## config.mk

```make
export PLATFORM = sky130hd
export DESIGN_NAME = uart_rx_core
export DESIGN_NICKNAME = d
export VERILOG_FILES = /design/src/rtl/uart_pkg.sv /design/src/rtl/uart_baud_tick.sv /design/src/rtl/uart_rx_core.sv
export SDC_FILE = /design/constraint.sdc
export NUM_CORES = 1
export LEC_CHECK = 0
export CORE_ASPECT_RATIO = 2
export CORE_MARGIN = 1
export CORE_UTILIZATION = 45
export DETAILED_ROUTE_END_ITERATION = 8
export PLACE_DENSITY_LB_ADDON = 0.05
export RECOVER_POWER = 25
export SLEW_MARGIN = 10
export SYNTH_ARGS = -nofsm -noshare
export SYNTH_HDL_FRONTEND = slang
export SYNTH_SLANG_ARGS = --single-unit
```

## constraint.sdc

```tcl
create_clock -name Clk -period 2.5 [get_ports Clk]
set_clock_uncertainty 0.05 [all_clocks]
set_input_delay 0.5 -clock Clk [delete_from_list [all_inputs] [get_ports Clk]]
set_output_delay 0.5 -clock Clk [all_outputs]
set_load 0.02 [all_outputs]
```

## src/rtl/uart_pkg.sv

```systemverilog
// Shared UART definitions: receiver/transmitter FSM encoding, frame width and timing helpers.
package uart_pkg;

  localparam int DATA_BITS = 8;

  typedef enum logic [2:0] {
    IDLE,
    START,
    DATA,
    PARITY,
    STOP
  } uart_state_t;

  // Sample index closest to the bit centre when counting from the start edge.
  function automatic int mid_sample(input int oversample);
    return oversample / 2 - 1;
  endfunction

  function automatic int baud_div(input int clk_freq, input int baud, input int oversample);
    return clk_freq / (baud * oversample);
  endfunction

endpackage

```

## src/rtl/uart_baud_tick.sv

```systemverilog
// Oversample tick generator: one-clock pulse every DIV enabled clocks, restartable by clear.
// Tick is combinational from the counter; clear takes priority so ticks realign to a start edge.
module uart_baud_tick #(
  parameter int DIV = 27
) (
  input  logic Clk,
  input  logic Rst_n,
  input  logic clear,
  input  logic enable,
  output logic tick
);

  localparam int CW = (DIV > 1) ? $clog2(DIV) : 1;
  localparam logic [CW-1:0] LAST = CW'(DIV - 1);

  logic [CW-1:0] cnt;

  assign tick = enable && !clear && (cnt == LAST);

  always_ff @(posedge Clk or negedge Rst_n) begin
    if (!Rst_n) begin
      cnt <= '0;
    end else if (clear) begin
      cnt <= '0;
    end else if (enable) begin
      cnt <= tick ? '0 : cnt + 1'b1;
    end
  end

endmodule

```

## src/rtl/uart_rx_core.sv

```systemverilog
// UART receiver: synchronized, oversampled line decoded into bytes with frame/parity/overrun flags.
// Byte valid ~9.5 bit times after the start edge; an unacknowledged byte is overwritten and flags Overrun.
module uart_rx_core
  import uart_pkg::*;
#(
  parameter int CLK_FREQ   = 50000000,
  parameter int BAUD       = 9600,
  parameter int OVERSAMPLE = 16,
  parameter int PARITY_EN  = 0,
  parameter int PARITY_ODD = 0
) (
  input  logic       Clk,
  input  logic       Rst_n,
  input  logic       Rx,
  input  logic       RxAck,
  output logic [7:0] RxData,
  output logic       RxValid,
  output logic       FrameErr,
  output logic       ParityErr,
  output logic       Overrun,
  output logic       Busy
);

  localparam int              DIV      = baud_div(CLK_FREQ, BAUD, OVERSAMPLE);
  localparam int              SW       = (OVERSAMPLE > 1) ? $clog2(OVERSAMPLE) : 1;
  localparam int              BW       = $clog2(DATA_BITS);
  localparam logic [SW-1:0]   MID_IDX  = SW'(mid_sample(OVERSAMPLE));
  localparam logic [SW-1:0]   LAST_IDX = SW'(OVERSAMPLE - 1);
  localparam logic [BW-1:0]   LAST_BIT = BW'(DATA_BITS - 1);
  localparam logic            ODD      = (PARITY_ODD != 0);

  logic [1:0]           rx_sync;
  logic                 rx_hist;
  logic                 rx_s;
  logic [2:0]           line_seen;
  uart_state_t          state_q, state_d;
  logic [SW-1:0]        samp_cnt;
  logic [BW-1:0]        bit_cnt;
  logic [DATA_BITS-1:0] shreg;
  logic                 par_err_q;
  logic                 tick;
  logic                 mid;
  logic                 start_det;
  logic                 complete;

  assign rx_s = rx_sync[1];
  assign mid  = tick && (samp_cnt == MID_IDX);
  assign Busy = (state_q != IDLE);

  // line_seen marks when rx_hist holds a real line sample, so a line low out of reset is no edge.
  always_ff @(posedge Clk or negedge Rst_n) begin
    if (!Rst_n) begin
      rx_sync   <= 2'b11;
      rx_hist   <= 1'b1;
      line_seen <= '0;
    end else begin
      rx_sync   <= {rx_sync[0], Rx};
      rx_hist   <= rx_s;
      line_seen <= {line_seen[1:0], 1'b1};
    end
  end

  uart_baud_tick #(
    .DIV (DIV)
  ) u_tick (
    .Clk    (Clk),
    .Rst_n  (Rst_n),
    .clear  (start_det),
    .enable (Busy),
    .tick   (tick)
  );

  always_ff @(posedge Clk or negedge Rst_n) begin
    if (!Rst_n) begin
      state_q <= IDLE;
    end else begin
      state_q <= state_d;
    end
  end

  always_comb begin
    state_d   = state_q;
    start_det = 1'b0;
    complete  = 1'b0;
    case (state_q)
      IDLE: begin
        if (line_seen[2] && rx_hist && !rx_s) begin
          start_det = 1'b1;
          state_d   = START;
        end
      end
      START:  if (mid) state_d = rx_s ? IDLE : DATA;
      DATA:   if (mid && bit_cnt == LAST_BIT) state_d = (PARITY_EN != 0) ? PARITY : STOP;
      PARITY: if (mid) state_d = STOP;
      // Leave at the stop-bit centre so a back-to-back start edge is not missed.
      STOP: begin
        if (mid) begin
          state_d  = IDLE;
          complete = 1'b1;
        end
      end
      default: state_d = IDLE;
    endcase
  end

  always_ff @(posedge Clk or negedge Rst_n) begin
    if (!Rst_n) begin
      samp_cnt  <= '0;
      bit_cnt   <= '0;
      shreg     <= '0;
      par_err_q <= 1'b0;
    end else if (start_det) begin
      samp_cnt  <= '0;
      bit_cnt   <= '0;
      par_err_q <= 1'b0;
    end else begin
      if (tick) begin
        samp_cnt <= (samp_cnt == LAST_IDX) ? '0 : samp_cnt + 1'b1;
      end
      if (state_q == DATA && mid) begin
        shreg   <= {rx_s, shreg[DATA_BITS-1:1]};
        bit_cnt <= bit_cnt + 1'b1;
      end
      if (state_q == PARITY && mid) begin
        par_err_q <= rx_s ^ (^shreg) ^ ODD;
      end
    end
  end

  // A completion wins over an ack in the same cycle; the ack only suppresses Overrun.
  always_ff @(posedge Clk or negedge Rst_n) begin
    if (!Rst_n) begin
      RxData    <= '0;
      RxValid   <= 1'b0;
      FrameErr  <= 1'b0;
      ParityErr <= 1'b0;
      Overrun   <= 1'b0;
    end else if (complete) begin
      RxData    <= shreg;
      RxValid   <= 1'b1;
      FrameErr  <= !rx_s;
      ParityErr <= par_err_q;
      if (RxValid && !RxAck) begin
        Overrun <= 1'b1;
      end
    end else if (RxAck && RxValid) begin
      RxValid <= 1'b0;
      Overrun <= 1'b0;
    end
  end

endmodule
```

==> impl_metrics.csv <==
group,metric,value,unit
cts,cts_tree,"yes",
yosys,synth-edff-count,0,
global_routing,globalRouteOverflowTotal,0,
place,place_area,0.00231,mm^2
sta,setup_slack,0.191,ns
drt,ant_nets,0,
sta,setup-tns-final,0,ns
power,irDropWorstVdd,572,uV
global_routing,grt_pass1_wl,6930,um
cts,cts_root_buf,"clkbuf_8",
worst_setup_path,critPathKind,"reg2out",
power,p_total,1.57,mW
drt,first_iter_violations,30,
worst_setup_path,path_cells,"nor3_2 -> inv_1 -> clkdlybuf4s50_1",
worst_setup_path,slowest_delay,0.56,ns
die,ios,17,
yosys,ys_seq_elements,46,
drt,drt-total-wl,4120,um
drt,route.detailed.wl_per_inst,15.1,um
yosys,syn-cell-area,0.00209,mm^2
yosys,synth_cell_types,40,
flow_run,maxCapViolCount,0,
yosys,synth_flop_cell,"dfrtp_1",
sta,period_share,92.4,%
worst_setup_path,critPathArrivalTime,1.76,ns
sta,slew_headroom,45.1,%
yosys,syn-instance-count,195,
worst_setup_path,crit_path_start_kind,"flop",
final_layout,num_antenna_cells,0,
place,place_ws,0.234,ns
die,die_height,98.4,um
place,gp_congestion,0.771,
global_routing,antenna_found_initial,0,
die,initial_core_util,47.7,%
die,die-area,0.00494,mm^2
sta,hold_viol,0,
cts,cts.sinks,46,
power,power_density,651,mW/mm^2
sta,final.min_clock_period,2.31,ns
cts,cts_setup_buffers,0,
sta,setup_viol,0,
yosys,ys_seq_area_share,55.3,%
cts,h-tree-depth,2,
final_layout,syn_to_final_growth,15.7,%
outcome,status,"completed",
drt,num_vias,1461,
global_routing,grt_pass1_vias,1517,
yosys,async_reset_ff_share,100,%
cts,clk_pin_slew,0.09,ns
global_routing,grt_max_degree,32,
die,fp.coreArea,0.00438,mm^2
place,dp_hpwl,3050,um
worst_setup_path,crit_slowest_cell,"clkdlybuf4s50_1",
power,leakage,1.16,nW
worst_setup_path,endpoint_kind,"output port",
final_layout,fin_area,0.00242,mm^2
sta,fmax,0.433,GHz
hold_path,min_path_type,"in2async",
final_layout,nFillCells,388,
yosys,synth_nets,204,
yosys,yosysWarningCount,0,
cts,cts_made_buffers,5,
sta,maxSlewViolCount,0,
final_layout,nets,226,
die,die_x,50.2,um
drt,post-route-drc-count,0,
worst_setup_path,cp_max_fo,8,
place,place.port_buffers,16,
die,num_rows,34,
drt,avgViaCountPerCell,5.37,
yosys,syn_area_per_cell,10.7,um^2
sta,worst_pin_slew,0.824,ns
cts,clock_latency,0.29,ns
sta,rsz0062_at_grt,"no",
global_routing,grt_use_total,18.8,%
drt,drtPass1Iterations,4,
final_layout,drive_gt1_share,12.4,%
worst_setup_path,required,1.95,ns
cts,clockBufferDepth,2,
cell usage after synthesis (3+ instances only):
master   number  area [um^2]
and3_1        5         31.3
inv_1         5         18.8
dfrtp_1      43         1080
nand3_1      10         50.1
mux2_4        6         90.1
nor2_1       13         48.8
xnor2_1       5         43.8
xor2_1        3         26.3
mux2_2        3         33.8
o21ai_0      20          100
nand2_1      39          146
dfstp_2       3         78.8
ha_1          5         62.6
placed cells by master, fill, tap and decap left out, types with 2 or more instances in the layout:
cell type	n
dfrtp_1	43
nand2_1	39
o21ai_0	20
clkdlybuf4s50_1	14
nor2_1	13
nand3_1	10
mux2_4	6
inv_1	5
and3_1	5
xnor2_1	5
ha_1	5
clkbuf_8	5
xor2_1	3
mux2_2	3
clkbuf_1	3
buf_4	3
nand3b_1	2
nand4b_1	2
mux2i_1	2
nand2b_1	2
nor2b_1	2
o31ai_1	2
dfstp_2	2
cell type report:
| cell class | count | area, um^2 | share of cell area (%) |
|---|---|---|---|
| Clock buffer | 7 | 76.3 | 3.16 |
| Clock inverter | 1 | 30.0 | 1.24 |
| Inverter | 5 | 18.8 | 0.776 |
| Multi-Input combinational cell | 139 | 890 | 36.8 |
| Sequential cell | 46 | 1150 | 47.7 |
| Tap cell | 54 | 67.6 | 2.79 |
| Timing Repair Buffer | 20 | 181 | 7.50 |
through the flow:
step	utilization (%)	hold slack [ns]	cells
finish	55.2	0.219	272
global placement	52.7	0.286	264
global route	55.2	0.296	272
CTS	55.2	0.0517	272
detailed placement	52.7	0.295	264
floorplan	-	0.154	195
critical path, delay by kind of cell (launching register included):
kind,cells,cell delay [ns]
buf+inv,2,0.70
simple gates,1,0.30
flops,1,0.46
sequential cells by signal, indices dropped and copies added (netlist names):
name and count:
u_tick.cnt 9, RxData 8, shreg 8, samp_cnt 4, bit_cnt 3, line_seen 3, state_q 3, rx_sync 2
FrameErr 1, Overrun 1, ParityErr 1, RxValid 1, par_err_q 1, rx_hist 1
path summary, 6_finish.rpt:
check                                    from  slack (ns)  cells after the start           end
worst max-delay path               state_q[2]        0.19                      3          Busy
worst min-delay path                    Rst_n        0.22                      1     RxData[0]
worst max register to register  u_tick.cnt[4]        0.24                      5       Overrun
worst min register to register   line_seen[0]        0.31                      0  line_seen[1]
max in group asynchronous               Rst_n        0.91                      2   samp_cnt[1]
min in group Clk                 line_seen[0]        0.31                      0  line_seen[1]
power breakdown:
part / internal [mW] / switching [mW] / leakage, nW
Sequential: 0.786 / 0.0507 / 0.615
Combinational: 0.0809 / 0.118 / 0.488
Clock: 0.299 / 0.239 / 0.0524
metal layers:
metal  GRT usage [%]  up-vias  part of all wire [%]
met5               0        -                     0
met4            9.67        0                   2.4
met3            2.80        7                   1.6
met2            35.6       23                    59
met1            18.7      726                    37
li1                -      705                     -
cell families (layout without fill, tap and decap cells):
logic type,after synthesis,after routing,synth area share [%]
AOI/OAI and AO/OA,29,29,8.14
xor gates and xnor gates,9,9,4.43
adders and majority gates,5,5,2.99
buffers and inverters,10,33,2.40
DFF,46,46,55.3
muxes,11,11,6.89
other,1,1,0.179
and+or+nand+nor,84,84,19.7
repair_timing:
item / 4_1_cts / 5_1_grt
gates resized for setup: 0 / 1
setup endpoints to repair: 0 / 1
hold buffers: 0 / 0
(Power assumes the default switching activity.)
